===== src/rtl/display_scan_ctrl_pkg.sv =====
// Shared types, constants and sizing helpers for the 4-digit display scan scheduler.
package disp_pkg;

    localparam logic [7:0] SEG_OFF  = 8'hFF;
    localparam logic [7:0] SEG_DASH = 8'hBF;

    // Active-low {dp,g,f,e,d,c,b,a}; dp bit left off, merged in by the decoder.
    localparam logic [7:0] GLYPH [0:9] = '{
        8'hC0, 8'hF9, 8'hA4, 8'hB0, 8'h99,
        8'h92, 8'h82, 8'hF8, 8'h80, 8'h90
    };

    typedef enum logic [1:0] {IDLE, BLANK, LIT, DARK} scan_st_t;

    function automatic int calc_div(input int clk_hz, input int scan_hz);
        return clk_hz / scan_hz;
    endfunction

    function automatic int calc_on_len(input int div, input int blank_cyc, input logic [2:0] bright);
        return ((div - blank_cyc) * (int'(bright) + 1)) >> 3;
    endfunction

endpackage


===== src/rtl/display_scan_ctrl_if.sv =====
// Data/control bundle between the BCD source logic and the display scan scheduler.
interface display_scan_ctrl_if;
    logic        en;
    logic [15:0] bcd_in;
    logic [3:0]  dp_in;
    logic        upd;
    logic        lzb_en;
    logic [2:0]  bright;
    logic [7:0]  segmentos;
    logic [3:0]  sel_seg;
    logic [1:0]  cur_dig;
    logic        frame_done;

    modport master (
        output en, bcd_in, dp_in, upd, lzb_en, bright,
        input  segmentos, sel_seg, cur_dig, frame_done
    );

    modport slave (
        input  en, bcd_in, dp_in, upd, lzb_en, bright,
        output segmentos, sel_seg, cur_dig, frame_done
    );
endinterface


===== src/rtl/display_scan_ctrl_seg7_decode.sv =====
// Combinational BCD nibble + decimal point to active-low 7-segment code.
module seg7_decode
    import disp_pkg::*;
(
    input  logic [3:0] nib,
    input  logic       dp,
    input  logic       blank,
    output logic [7:0] seg
);
    always_comb begin
        seg = SEG_DASH;
        if (blank)
            seg = SEG_OFF;
        else if (nib <= 4'd9)
            seg = GLYPH[nib];
        // A leading-zero-blanked digit still shows its decimal point.
        seg[7] = ~dp;
    end
endmodule


===== src/rtl/display_scan_ctrl.sv =====
// Multiplexed 4-digit 7-segment scan scheduler with dead-time blanking, LZB and PWM brightness.
//  state | meaning
//  IDLE  | scan stopped, pins dark, counters cleared
//  BLANK | first BLANK_CYC cycles of a slot, anodes off to avoid ghosting
//  LIT   | current digit driven for on_len cycles
//  DARK  | remainder of the slot after the PWM on-time, pins dark
module display_scan_ctrl
    import disp_pkg::*;
#(
    parameter int CLK_HZ    = 50_000_000,
    parameter int SCAN_HZ   = 1000,
    parameter int BLANK_CYC = 500
) (
    input logic                clk,
    input logic                rst,
    display_scan_ctrl_if.slave bus
);
    localparam int DIV = calc_div(CLK_HZ, SCAN_HZ);
    localparam int CW  = $clog2(DIV);
    localparam logic [CW-1:0] CNT_LAST   = CW'(DIV - 1);
    localparam logic [CW-1:0] CNT_PRE    = CW'(DIV - 2);
    localparam logic [CW-1:0] BLANK_LAST = CW'(BLANK_CYC - 1);

    scan_st_t    st;
    logic [CW-1:0] cnt;
    logic [CW-1:0] lit_end;
    logic [1:0]  dig;
    logic [15:0] shadow_bcd, pend_bcd;
    logic [3:0]  shadow_dp, pend_dp;
    logic        pend_v;
    logic [7:0]  seg_q;
    logic [3:0]  sel_q;
    logic        fd_q;

    logic [3:0]  zero;
    logic [3:0]  lead_zero;
    logic [3:0]  nib;
    logic        lz_blank;
    logic [7:0]  glyph;

    assign zero = {shadow_bcd[15:12] == 4'd0, shadow_bcd[11:8] == 4'd0,
                   shadow_bcd[7:4] == 4'd0,   shadow_bcd[3:0] == 4'd0};
    assign lead_zero = {zero[3], zero[3] & zero[2], zero[3] & zero[2] & zero[1], 1'b0};
    assign nib       = shadow_bcd[{dig, 2'b00} +: 4];
    assign lz_blank  = bus.lzb_en & lead_zero[dig];

    seg7_decode u_dec (
        .nib   (nib),
        .dp    (shadow_dp[dig]),
        .blank (lz_blank),
        .seg   (glyph)
    );

    assign bus.segmentos  = seg_q;
    assign bus.sel_seg    = sel_q;
    assign bus.cur_dig    = dig;
    assign bus.frame_done = fd_q;

    always_ff @(posedge clk) begin
        if (rst) begin
            st         <= IDLE;
            cnt        <= '0;
            lit_end    <= '0;
            dig        <= 2'd0;
            shadow_bcd <= '0;
            shadow_dp  <= '0;
            pend_bcd   <= '0;
            pend_dp    <= '0;
            pend_v     <= 1'b0;
            seg_q      <= SEG_OFF;
            sel_q      <= 4'hF;
            fd_q       <= 1'b0;
        end else begin
            // Shadow only changes at a frame boundary (or while stopped) so a frame is coherent.
            if (bus.upd) begin
                if (st == IDLE || fd_q) begin
                    shadow_bcd <= bus.bcd_in;
                    shadow_dp  <= bus.dp_in;
                    pend_v     <= 1'b0;
                end else begin
                    pend_bcd <= bus.bcd_in;
                    pend_dp  <= bus.dp_in;
                    pend_v   <= 1'b1;
                end
            end else if (fd_q && pend_v) begin
                shadow_bcd <= pend_bcd;
                shadow_dp  <= pend_dp;
                pend_v     <= 1'b0;
            end

            seg_q <= (st == LIT) ? glyph : SEG_OFF;
            sel_q <= (st == LIT) ? ~(4'b0001 << dig) : 4'hF;
            fd_q  <= 1'b0;

            if (!bus.en) begin
                st  <= IDLE;
                cnt <= '0;
                dig <= 2'd0;
            end else begin
                if (st != IDLE) begin
                    fd_q <= (dig == 2'd3) && (cnt == CNT_PRE);
                    if (cnt == CNT_LAST) begin
                        cnt <= '0;
                        dig <= dig + 2'd1;
                    end else begin
                        cnt <= cnt + 1'b1;
                    end
                end
                if (st == BLANK && cnt == '0)
                    lit_end <= CW'(BLANK_CYC + calc_on_len(DIV, BLANK_CYC, bus.bright) - 1);
                case (st)
                    IDLE: begin
                        st  <= BLANK;
                        cnt <= '0;
                        dig <= 2'd0;
                    end
                    BLANK: if (cnt == BLANK_LAST) st <= LIT;
                    LIT: begin
                        if (cnt == CNT_LAST)
                            st <= BLANK;
                        else if (cnt == lit_end)
                            st <= DARK;
                    end
                    DARK: if (cnt == CNT_LAST) st <= BLANK;
                    default: st <= IDLE;
                endcase
            end
        end
    end
endmodule


===== src/flat_wrapper.sv =====
// flat-port wrapper written by rule: the top's interface ports become plain ports
module display_scan_ctrl_flat import disp_pkg::*;
#(
    parameter int CLK_HZ    = 50_000_000,
    parameter int SCAN_HZ   = 1000,
    parameter int BLANK_CYC = 500
)
  (clk, rst, bus_en, bus_bcd_in, bus_dp_in, bus_upd, bus_lzb_en, bus_bright, bus_segmentos, bus_sel_seg, bus_cur_dig, bus_frame_done);
  display_scan_ctrl_if bus_i ();
  input logic clk;
  input logic rst;
  input wire logic [$bits(bus_i.en)-1:0] bus_en;
  input wire logic [$bits(bus_i.bcd_in)-1:0] bus_bcd_in;
  input wire logic [$bits(bus_i.dp_in)-1:0] bus_dp_in;
  input wire logic [$bits(bus_i.upd)-1:0] bus_upd;
  input wire logic [$bits(bus_i.lzb_en)-1:0] bus_lzb_en;
  input wire logic [$bits(bus_i.bright)-1:0] bus_bright;
  output wire logic [$bits(bus_i.segmentos)-1:0] bus_segmentos;
  output wire logic [$bits(bus_i.sel_seg)-1:0] bus_sel_seg;
  output wire logic [$bits(bus_i.cur_dig)-1:0] bus_cur_dig;
  output wire logic [$bits(bus_i.frame_done)-1:0] bus_frame_done;
  assign bus_i.en = bus_en;
  assign bus_i.bcd_in = bus_bcd_in;
  assign bus_i.dp_in = bus_dp_in;
  assign bus_i.upd = bus_upd;
  assign bus_i.lzb_en = bus_lzb_en;
  assign bus_i.bright = bus_bright;
  assign bus_segmentos = bus_i.segmentos;
  assign bus_sel_seg = bus_i.sel_seg;
  assign bus_cur_dig = bus_i.cur_dig;
  assign bus_frame_done = bus_i.frame_done;
  display_scan_ctrl #(.CLK_HZ(CLK_HZ), .SCAN_HZ(SCAN_HZ), .BLANK_CYC(BLANK_CYC)) u_core (.clk(clk), .rst(rst), .bus(bus_i));
endmodule

===== config.mk =====
export PLATFORM = sky130hd
export DESIGN_NAME = display_scan_ctrl_flat
export DESIGN_NICKNAME = d
export VERILOG_FILES = /design/src/rtl/display_scan_ctrl_pkg.sv /design/src/rtl/display_scan_ctrl_if.sv /design/src/rtl/display_scan_ctrl_seg7_decode.sv /design/src/rtl/display_scan_ctrl.sv /design/src/flat_wrapper.sv
export SDC_FILE = /design/constraint.sdc
export NUM_CORES = 1
export LEC_CHECK = 0
export BUFFER_PORTS_ARGS = -buffer_cell sky130_fd_sc_hd__buf_2
export CORE_ASPECT_RATIO = 1.4
export CORE_MARGIN = 2
export CORE_UTILIZATION = 60
export CTS_CLUSTER_SIZE = 14
export DETAILED_ROUTE_END_ITERATION = 7
export GPL_TIMING_DRIVEN = 0
export HOLD_SLACK_MARGIN = 0.1
export PLACE_DENSITY = 0.85
export SLEW_MARGIN = 20
export SYNTH_ARGS = -nofsm -noshare
export SYNTH_HDL_FRONTEND = slang
export SYNTH_SLANG_ARGS = --single-unit

===== constraint.sdc =====
create_clock -name clk -period 4.8 [get_ports clk]
set_clock_uncertainty 0.1 [all_clocks]
set_input_delay 0.96 -clock clk [delete_from_list [all_inputs] [get_ports clk]]
set_output_delay 0.96 -clock clk [all_outputs]
set_load 0.05 [all_outputs]

Yosys cells after proc, flatten, opt, wreduce, memory -nomap -nowiden
Memories as Yosys holds them, arrays and structs flattened.
Cells that the tools add are included.
- flip-flop bits (word level): 90
- memory bits (read-only): 128
- input port bits: 28
- output and inout bits: 15
- word-level logic and storage cells: 93
- memories: 1
- add/sub/neg operators: 5
- $mul: 1
- magnitude comparators: 3
- equal/unequal tests: 12
- shift operators: 2
- muxes and demuxes: 22
- bitwise operators: 11
- reductions and logical operators: 22
- memory list (memory ; words ; bits a word ; read ports ; clocked after Yosys merged registers in ; write ports ; RTL line ; RTL):
    (name not given) ; 16 ; 8 ; 1 ; 0 ; 0 ; display_scan_ctrl_seg7_decode.sv:15 ; seg = GLYPH[nib];
- operators by type and width (operator ; count):
    $mux 16 ; 4
    $eq 16x16->1 const B ; 2
    $mul 15x32->17 const A ; 1
    $mux 7 ; 3
    $add 16x1->16 const B ; 1
    $add 9x16->16 const A ; 1
    $eq 16x16->1 ; 1
    $eq 16x9->1 const B ; 1
    $logic_not 16->1 ; 1
    $shiftx 16x5->4 ; 1
    $sub 16x2->16 const B ; 1
    $logic_not 4->1 ; 3
    $mux 4 ; 3
    $reduce_or 3->1 ; 3
    $mux 2 ; 4
    $pmux 2 s4 ; 1
    $reduce_and 2->1 ; 4
    $eq 2x2->1 const B ; 3
    $not 1->1 ; 6
    $ge 5x5->1 const B ; 1
    $mux 1 ; 5
    $not 4->5 ; 1
    $add 3x1->4 const B ; 1
    $bmux 1 s2 ; 2
    17 further kinds ; 24

Longest topological paths before layout
Gate-level depths: netlist (run 1).
- word-level depth: 7
- gate-level depth with buffers: 15
- depth with buffers taken out: 15

Modules after synthesis
A second synthesis (run 1) with hierarchy kept.
- cells, all modules: 575
- area, all modules: 4922.2 sq um
- modules (own cells, without submodules) (module ; times used ; cells an instance ; area an instance (sq um) ; sequential area each (sq um)):
    display_scan_ctrl ; 1 ; 543 ; 4702.0 ; 1801.7
    seg7_decode ; 1 ; 32 ; 220.2 ; 0.0

Worst setup path after synthesis (run 1)
OpenSTA, ideal clock, no wires.
- kind: input-to-reg
- start point: in bus_bright[0]
- end point: reg u_core.lit_end[9]
- setup time: 96 ps
- arrival: 4230 ps
- data required time: 4604 ps
- slack: 374 ps
- stages: 15
- path buffers: 0
- path through: ha_1 -> xor2_1 -> inv_1 -> ha_1 -> ha_1 -> nor2_1 -> xor2_1 -> xnor2_1 -> ha_1 -> a21oi_1 -> nand2_1 -> or3_1 -> a211oi_1 -> a31oi_1 -> o41ai_2
- cells in the longest elaborated chain, start to end: 4
- RTL lines (element ; RTL line ; RTL):
    start: declaration ; flat_wrapper.sv:17 ; input wire logic [$bits(bus_i.bright)-1:0] bus_bright;
    $add 3x1->4 ; display_scan_ctrl_pkg.sv:20 ; return ((div - blank_cyc) * (int'(bright) + 1)) >> 3;
    $mul 15x32->17 ; display_scan_ctrl_pkg.sv:20 ;
    $add 9x16->16 ; display_scan_ctrl.sv:110 ; lit_end <= CW'(BLANK_CYC + calc_on_len(DIV, BLANK_CYC, bus.bright) - 1);
    $sub 16x2->16 ; display_scan_ctrl.sv:110 ;
    end signal: assignment ; display_scan_ctrl.sv:110 ;
    end: declaration ; display_scan_ctrl.sv:26 ; logic [CW-1:0] lit_end;
Every way passes these cells.
A chain may end at the register's enable or synchronous reset.

Final worst setup path (run 1)
- start point: in bus_bright[0]
- end point: reg u_core.lit_end[8]
Same word-level chain as after synthesis.

==> results of run 1 <==
synth_stat cells (3+ instances only):
cell,n
nor3_1,7
and2_1,4
xor2_1,12
ha_1,42
and4_1,3
a211oi_1,28
or2_2,4
a31oi_1,3
nand4_1,10
nand3_1,10
dfxtp_1,90
a311oi_1,3
or3_1,4
a21oi_1,32
and3_1,7
xnor2_1,30
nand2b_1,5
nor2_1,61
nand2_1,64
nor4_1,3
o21a_1,3
mux2i_1,28
fa_1,3
mux4_2,5
clkbuf_1,21
o21ai_0,11
inv_1,28
critical path, cell delays in order:
cell      delay [ns]
buf_2           0.20
ha_1            0.22
xor2_2          0.36
inv_1           0.12
ha_1            0.25
ha_1            0.20
nor2_1          0.12
xor2_1          0.19
xnor2_1         0.09
ha_1            0.37
a21oi_1         0.17
nand2_1         0.11
or3_1           0.40
a2111o_1        0.48
o21a_1          0.19
o32ai_1         0.24
worst paths after layout:
kind / endpoint / cells past startpoint
worst min register to register: u_core.pend_bcd[15] / 2
worst min-delay path: u_core.pend_bcd[15] / 2
worst max register to register: u_core.bus.segmentos[3] / 8
worst max-delay path: u_core.lit_end[8] / 16
routing by layer:
layer | part of all wire, % | wire length (um) | track usage [%] | vias up
met2 | 52 | 5690 | 45.5 | 106
met3 | 3.8 | 418 | 4.23 | 27
met4 | 2.4 | 265 | 9.38 | 0
li1 | - | - | - | 2031
met5 | 0 | 0 | 0 | -
met1 | 42 | 4650 | 31.6 | 1923
where the power goes:
part / switching (mW) / total (mW) / internal (mW)
Clock: 0.332 / 0.703 / 0.371
Combinational: 0.227 / 0.385 / 0.158
Sequential: 0.0203 / 0.796 / 0.776
Total: 0.579 / 1.88 / 1.30
registers in the layout, summed over array words and instances, names as in the netlist:
signal,cells
u_core.bus.sel_seg,4
u_core.shadow_dp,4
u_core.st,2
u_core.pend_bcd,16
u_core.bus.frame_done,1
u_core.pend_v,1
u_core.bus.cur_dig,2
u_core.shadow_bcd,16
u_core.cnt,16
u_core.lit_end,16
u_core.bus.segmentos,8
u_core.pend_dp,4
final cells by class:
class                           count  share of cell area, %
Timing Repair Buffer               41                   3.68
Clock buffer                        9                   4.04
Multi-Input combinational cell    410                   52.5
Buffer                             25                   1.86
Inverter                           28                   1.89
Clock inverter                      7                   1.37
Tap cell                          102                   2.29
Sequential cell                    90                   32.3
kinds of logic (layout without fill, tap and decap cells):
group | Yosys count | count (layout) | synth area share [%]
AOI/OAI and AO/OA | 98 | 98 | 13.4
and+or+nand+nor | 192 | 192 | 18.5
buffers and inverters | 53 | 110 | 4.24
xor gates and xnor gates | 42 | 42 | 7.47
DFF | 90 | 90 | 36.6
muxes | 33 | 33 | 7.98
adders and majority gates | 45 | 45 | 11.9
repair_timing:
action / CTS / global route
gates cloned: 0 / 0
endpoints found under the setup margin: 1 / 1
endpoints found under the hold margin: 0 / 0
hold buffers: 0 / 0
resized for setup: 1 / 1
metrics by stage:
stage | total power, mW | hold slack (ns) | instance area [um^2]
6_report | 1.88 | 0.357 | 5570
5_1_grt | 1.96 | 0.387 | 5570
4_1_cts | 1.88 | 0.356 | 5570
3_5_place_dp | 1.18 | 0.346 | 5260
3_3_place_gp | 1.17 | 0.341 | 5260
2_1_floorplan | 1.09 | 0.336 | 4920
==> summary.md, run 1 <==
| Metric | Value |
|---|---|
| Status | `finished, final reports clean` |
| Initial Util | `61.2%` |
| First-pass GRT wire length | `18700 um` |
| Clock sinks | `90` |
| Antenna-violating nets left | `0` |
| CTS Buf Count | `9` |
| Cells after Synth | `553` |
| Worst-Margin Slew | `0.697 ns` |
| Number of synthesis warnings | `0` |
| Clock Latency Late Sink | `0.34 ns` |
| CTS root buf | `clkbuf_16` |
| Worst Path Arrival | `4.68 ns` |
| Period utilization | `94.6%` |
| CP startpoint | `bus_bright[0]` |
| Placed cells | `696` |
| Via density per instance | `5.74` |
| Critical setup path kind | `input port to flip-flop` |
| RSZ-0062 raised after global routing | `false` |
| Max-cap violations | `0` |
| Drt first-iter violations | `229` |
| N_diodes | `0` |
| Worst r2r src | `u_core.bus.cur_dig[0]` |
| CTS tree | `done` |
| Achievable Freq | `0.220 GHz` |
| Final core utilization | `69.2%` |
| Post-synth EDFFs | `0` |
| Avg WL per Cell | `15.5 um` |
| Post-CTS setup buffers | `0` |
| Residual DRC | `0` |
| Die ar. | `0.00896 mm^2` |
| Final Worst Setup Slack | `0.260 ns` |
| DR pass1 iterations | `6` |
| R2R Setup Slk | `2.16 ns` |
| Fill cell count | `625` |
| Relative slew slack | `53.6%` |
| Fin. max-slew vios | `0` |
| Non-Filler Instances | `712` |
| Rows | `39` |
| Min Tclk post-route | `4.54 ns` |
| Synth top area cells | `dfxtp_1 37%, ha_1 11%, mux2i_1 5.7%` |
| Post-synth top area share | `36.6%` |
| Hold Startpoint | `u_core.pend_bcd[15]` |
| Routed wire length | `11000 um` |
| Initial antenna violation count | `0` |
| Synth async-reset ratio | `0%` |
| Longest Clk Path Bufs | `2` |
| Register clock-pin slew on the reported worst setup and hold paths | `0.07 ns` |
| Leading cell type in the layout, fill and taps excluded | `dfxtp_1` |
| Io pins | `43` |
| Leak Pwr | `2.17 nW` |
| Congestion Overflow GR | `0` |
| Final Hold Fails | `0` |
| CP Capture Type | `flip-flop` |
| Setup-failing EPs final | `0` |
| Setup Total Neg Slack | `0 ns` |
| PortBufs | `41` |
| HPWL after DPL | `8130 um` |
| Number of H-tree levels | `3` |
| CP max FO | `8` |
| Sequential share of the synthesized area | `36.6%` |
| Commonest cells after routing, fill and taps aside | `90 x dfxtp_1, 64 x nand2_1, 61 x nor2_1, 43 x buf_2, 42 x ha_1` |
| Worst vdd ir | `0.000378 V` |
| Largest net degree at the start of global routing | `20` |
| Top FF cell, synth | `dfxtp_1` |
| Hold WC Path Type | `flip-flop to flip-flop` |
| Final RePlAce weighted congestion | `0.902` |
| Pwr Density | `338 mW/mm^2` |
| Synth Register Bits | `90` |
| Mapped Nets | `626` |
| Total GRT Usage | `26.0%` |
| Vias in the first global route | `4054` |
| Worst EP required | `4.94 ns` |
| Syn_area_per_cell | `8.91 um^2` |
| Core Region | `0.00805 mm^2` |
| Register area | `0.00180 mm^2` |
| Pre-CTS setup slack | `-0.340 ns` |
| CP Launch Type | `input port` |
| Area of the multi-input gates | `0.00293 mm^2` |
| Share of post-route cells with drive strength above 1 | `13.0%` |
| Die width | `80.6 um` |
| Net count, final | `678` |
| Synth Cell Area | `0.00492 mm^2` |
| Area leader, netlist | `dfxtp_1` |
| Routed vias | `4087` |
| Synth cell types | `52` |
| Area growth syn-to-layout | `13.1%` |
| Die Y | `111 um` |
(Power assumes the default switching activity.)
==> run 2: changes to the inputs <==
- CORE_UTILIZATION: 60 -> 40
- PLACE_DENSITY: 0.85 -> 0.62
==> summary.md, run 2 (same netlist as run 1, synthesis figures left out) <==
| Metric | Value |
|---|---|
| Max-cap violations | `0` |
| Io pins | `43` |
| Leading cell type in the layout, fill and taps excluded | `dfxtp_1` |
| Status | `finished, final reports clean` |
| CP Launch Type | `input port` |
| Routed wire length | `10700 um` |
| Final core utilization | `46.0%` |
| Leak Pwr | `2.16 nW` |
| Hold EP | `u_core.pend_dp[1]` |
| Worst r2r src | `u_core.bus.cur_dig[0]` |
| N_diodes | `0` |
| Fin. max-slew vios | `0` |
| Critical setup path kind | `input port to flip-flop` |
| Final instance area | `0.00561 mm^2` |
| Setup-failing EPs final | `0` |
| CTS Buf Count | `9` |
| DR pass1 iterations | `4` |
| Hold slack final | `0.353 ns` |
| Clock Latency Late Sink | `0.34 ns` |
| Initial antenna violation count | `0` |
| R2r endpoint | `u_core.bus.segmentos[4]` |
| Achievable Freq | `0.222 GHz` |
| Die width | `97.8 um` |
| Hold Startpoint | `u_core.pend_dp[1]` |
| RSZ-0062 raised after global routing | `false` |
| First-pass GRT wire length | `18100 um` |
| Antenna-violating nets left | `0` |
| CP Capture Type | `flip-flop` |
| Min Tclk post-route | `4.51 ns` |
| Total Power | `1.83 mW` |
| Worst Path Arrival | `4.66 ns` |
| Worst hold path depth | `2` |
| Total GRT Usage | `16.8%` |
| Post-place instance area | `0.00532 mm^2` |
| Net count, final | `678` |
| Number of H-tree levels | `3` |
| Largest net degree at the start of global routing | `16` |
| Final RePlAce weighted congestion | `0.870` |
| Hold WC Path Type | `flip-flop to flip-flop` |
| Relative slew slack | `53.5%` |
| Congestion Overflow GR | `0` |
| Share of post-route cells with drive strength above 1 | `12.8%` |
| CP max FO | `8` |
| CTS root buf | `clkbuf_16` |
| CTS tree | `done` |
| Drt first-iter violations | `162` |
| Die ar. | `0.0132 mm^2` |
| Clock sinks | `90` |
| Worst EP required | `4.95 ns` |
| Pwr Density | `326 mW/mm^2` |
| Residual DRC | `0` |
| Pre-CTS setup slack | `-0.348 ns` |
| R2R depth | `8` |
| PortBufs | `41` |
| Area growth syn-to-layout | `13.9%` |
| Vias in the first global route | `3849` |
| Die Y | `135 um` |
| Core Region | `0.0122 mm^2` |
| Via density per instance | `5.21` |
| Final Hold Fails | `0` |
| Worst-Margin Slew | `0.698 ns` |
| Period utilization | `94.0%` |
| Final Worst Setup Slack | `0.290 ns` |
| Register clock-pin slew on the reported worst setup and hold paths | `0.06 ns` |
| Longest Clk Path Bufs | `2` |
| Initial Util | `40.4%` |
| HPWL after DPL | `8370 um` |
| Commonest cells after routing, fill and taps aside | `90 x dfxtp_1, 64 x nand2_1, 61 x nor2_1, 43 x buf_2, 42 x ha_1` |
| R2R Setup Slk | `2.33 ns` |
| Routed vias | `3963` |
| Rows | `48` |
| Avg WL per Cell | `14.0 um` |
| Worst vdd ir | `0.000159 V` |
[run 2: changes by cell type in the layout (fill, tap and decap cells not counted)]
cell | before | now
clkinv_2 | 0 | 2
inv_8 | 3 | 0
inv_6 | 2 | 3
clkbuf_1 | 21 | 22
clkbuf_8 | 0 | 1
clkinv_4 | 1 | 0
clkinv_8 | 1 | 0
[run 2: worst max-delay path by stage]
stage	startpoint	end	slack, ns	cells after the start
after global routing	bus_bright[0]	u_core.lit_end[8]	0.02	16
after CTS	bus_bright[0]	u_core.lit_end[9]	0.17	16
after global placement	bus_bright[0]	u_core.lit_end[9]	-0.24	16
after floorplan	bus_bright[0]	u_core.lit_end[9]	0.37	15
final	bus_bright[0]	u_core.lit_end[8]	0.29	16
after detailed placement	bus_bright[0]	u_core.lit_end[9]	-0.35	16
[run 2: repair_timing]
item                       CTS  global route
setup endpoints to repair    1             2
hold buffers                 0             0
setup buffers                0             0
resized for setup            1             1
[run 2: layout make-up]
type,instances,area [um^2]
fillers,1199,6580
multi-input cells,410,2930
flip-flops and latches,90,1800
clock buffers,11,243
repair buffers,41,205
well taps,150,188
inverters,28,105
plain buffers,25,104
clock inverters,5,36.3
[run 2: layer usage]
layer | wire, um | vias up | track usage, %
met3 | 413 | 9 | 2.58
met1 | 4670 | 1829 | 20.4
met2 | 5410 | 98 | 29.6
met4 | 165 | 0 | 7.25
met5 | 0 | - | 0
li1 | - | 2027 | -
[run 2: where the power goes]
group | switching [mW] | leakage [nW] | internal, mW | total, mW
Clock | 0.292 | 0.141 | 0.369 | 0.660
Combinational | 0.213 | 1.29 | 0.156 | 0.369
Sequential | 0.0206 | 0.732 | 0.776 | 0.797
Total | 0.525 | 2.16 | 1.30 | 1.83
[run 2: critical path: stages]
cell and delay (ns):
buf_2 0.18, ha_1 0.21, xor2_2 0.36, inv_1 0.12, ha_1 0.25, ha_1 0.19, nor2_1 0.13, xor2_1 0.19
xnor2_1 0.09, ha_1 0.37, a21oi_1 0.18, nand2_1 0.11, or3_1 0.41, a2111o_1 0.49, o21a_1 0.19, o32ai_1 0.20
[run 2: through the flow]
step	setup TNS, ns	instances
final	0	760
after global routing	0	760
after CTS	0	760
after detailed placement	-1.04	744
after global placement	-0.575	744
after floorplan	0	553
==> run 3: changes to the inputs <==
- RECOVER_POWER: default -> 50
==> summary.md, run 3 (same netlist as run 1, synthesis figures left out) <==
| Metric | Value |
|---|---|
| Total Power | `1.83 mW` |
| PortBufs | `41` |
| HPWL after DPL | `8370 um` |
| First-pass GRT wire length | `18100 um` |
| Drt first-iter violations | `147` |
| CP Capture Type | `flip-flop` |
| Leak Pwr | `2.13 nW` |
| Die ar. | `0.0132 mm^2` |
| Io pins | `43` |
| Vias in the first global route | `3849` |
| Post-place instance area | `0.00532 mm^2` |
| Status | `finished, final reports clean` |
| Antenna-violating nets left | `0` |
| CP Launch Type | `input port` |
| Longest Clk Path Bufs | `2` |
| Worst r2r src | `u_core.cnt[10]` |
| CP Capture Point | `u_core.lit_end[8]` |
| CTS root buf | `clkbuf_16` |
| Switching power share of the total | `28.9%` |
| Rows | `48` |
| R2R Setup Slk | `2.21 ns` |
| Initial antenna violation count | `0` |
| Worst hold path depth | `2` |
| Congestion Overflow GR | `0` |
| Min Tclk post-route | `4.50 ns` |
| R2r endpoint | `u_core.cnt[4]` |
| Leading cell type in the layout, fill and taps excluded | `dfxtp_1` |
| Fin. max-slew vios | `0` |
| CTS Buf Count | `9` |
| Hold slack final | `0.353 ns` |
| R2R depth | `6` |
| Initial Util | `40.4%` |
| DR pass1 iterations | `4` |
| Critical setup path kind | `input port to flip-flop` |
| RSZ-0062 raised after global routing | `false` |
| Die Y | `135 um` |
| Number of H-tree levels | `3` |
| Worst-Margin Slew | `0.686 ns` |
| N_diodes | `0` |
| Int Power | `1.30 mW` |
| Residual DRC | `0` |
| Total GRT Usage | `16.8%` |
| Setup-failing EPs final | `0` |
| NetSw | `528 uW` |
| Worst vdd ir | `0.000161 V` |
| CP max FO | `8` |
| CP startpoint | `bus_bright[0]` |
| Area growth syn-to-layout | `13.3%` |
| Final RePlAce weighted congestion | `0.870` |
| Period utilization | `93.8%` |
| Share of post-route cells with drive strength above 1 | `9.84%` |
| Final instance area | `0.00558 mm^2` |
| Max-cap violations | `0` |
| Clock power share | `36.3%` |
| Core Region | `0.0122 mm^2` |
| Combinational share of power | `20.2%` |
| Routed vias | `3963` |
| Routed wire length | `10700 um` |
| Register clock-pin slew on the reported worst setup and hold paths | `0.06 ns` |
| Die width | `97.8 um` |
| Clock sinks | `90` |
| Net count, final | `678` |
| Pwr Density | `328 mW/mm^2` |
| Worst Path Arrival | `4.65 ns` |
| Clock Latency Late Sink | `0.34 ns` |
| Achievable Freq | `0.222 GHz` |
| Largest net degree at the start of global routing | `16` |
| Commonest cells after routing, fill and taps aside | `90 x dfxtp_1, 64 x nand2_1, 61 x nor2_1, 42 x ha_1, 38 x clkbuf_1` |
| Relative slew slack | `54.3%` |
| Final Hold Fails | `0` |
| Pre-CTS setup slack | `-0.348 ns` |
| Via density per instance | `5.21` |
| Sequential power share | `43.6%` |
| Post-CTS setup buffers | `0` |
| CTS tree | `done` |
| Avg WL per Cell | `14.0 um` |
| Final Worst Setup Slack | `0.297 ns` |
| Worst EP required | `4.95 ns` |
| Hold WC Path Type | `flip-flop to flip-flop` |
==> run 3: cell count changes in the layout (fill, tap and decap cells not counted) <==
cell	delta
and2_0	+1
and2_1	-1
buf_2	-16
clkbuf_1	+16
nor4_1	+1
nor4_2	-1
or4_1	+1
or4_4	-1
==> run 3: stage by stage <==
step / setup TNS (ns) / util, % / std cells
floorplan: 0 / - / 553
global placement: -0.575 / 43.6 / 744
detailed placement: -1.04 / 43.6 / 744
CTS: 0 / 46.0 / 760
global route: 0 / 45.8 / 760
finish: 0 / 45.8 / 760
==> run 3: power groups by stage <==
stage | registers (mW) | clock network, mW | logic, mW
5_1_grt | 0.800 | 0.708 | 0.420
4_1_cts | 0.797 | 0.677 | 0.370
3_3_place_gp | 0.812 | 0 | 0.359
3_5_place_dp | 0.814 | 0 | 0.367
2_1_floorplan | 0.807 | 0 | 0.285
6_report | 0.797 | 0.664 | 0.369
==> run 3: how the worst min path moves through the flow <==
stage / startpoint / to / slack [ns]
floorplan: u_core.pend_bcd[0] / u_core.pend_bcd[0] / 0.34
CTS: u_core.pend_bcd[13] / u_core.pend_bcd[13] / 0.36
detailed placement: u_core.pend_bcd[4] / u_core.pend_bcd[4] / 0.35
global route: u_core.pend_bcd[0] / u_core.pend_bcd[0] / 0.37
finish: u_core.pend_dp[1] / u_core.pend_dp[1] / 0.35
global placement: u_core.pend_bcd[7] / u_core.pend_bcd[7] / 0.34
==> run 3: repair_timing <==
action	in CTS	in global routing
hold buffers	0	0
setup endpoints to repair	1	2
pin swaps	0	0
gates resized for setup	1	1
==> run 3: layout make-up <==
cell class | instances | area, um^2
plain buffers | 25 | 104
well taps | 150 | 188
clock buffers | 11 | 243
multi-input cells | 410 | 2920
flip-flops and latches | 90 | 1800
repair buffers | 41 | 185
clock inverters | 5 | 36.3
fillers | 1210 | 6610
inverters | 28 | 105
==> run 3: metal layers <==
layer  global-route usage, %  wire, um  vias to the layer above
met5                       0         0                        -
met4                    7.25       198                        0
met3                    2.58       372                       11
met2                    29.6      5370                       79
met1                    20.4      4710                     1840
li1                        -         -                     2033
==> run 3: worst max-delay path, cell delays in order <==
cell      delay [ns]
buf_2           0.18
ha_1            0.21
xor2_2          0.36
inv_1           0.12
ha_1            0.25
ha_1            0.19
nor2_1          0.13
xor2_1          0.19
xnor2_1         0.09
ha_1            0.37
a21oi_1         0.18
nand2_1         0.11
or3_1           0.41
a2111o_1        0.49
o21a_1          0.19
o32ai_1         0.21
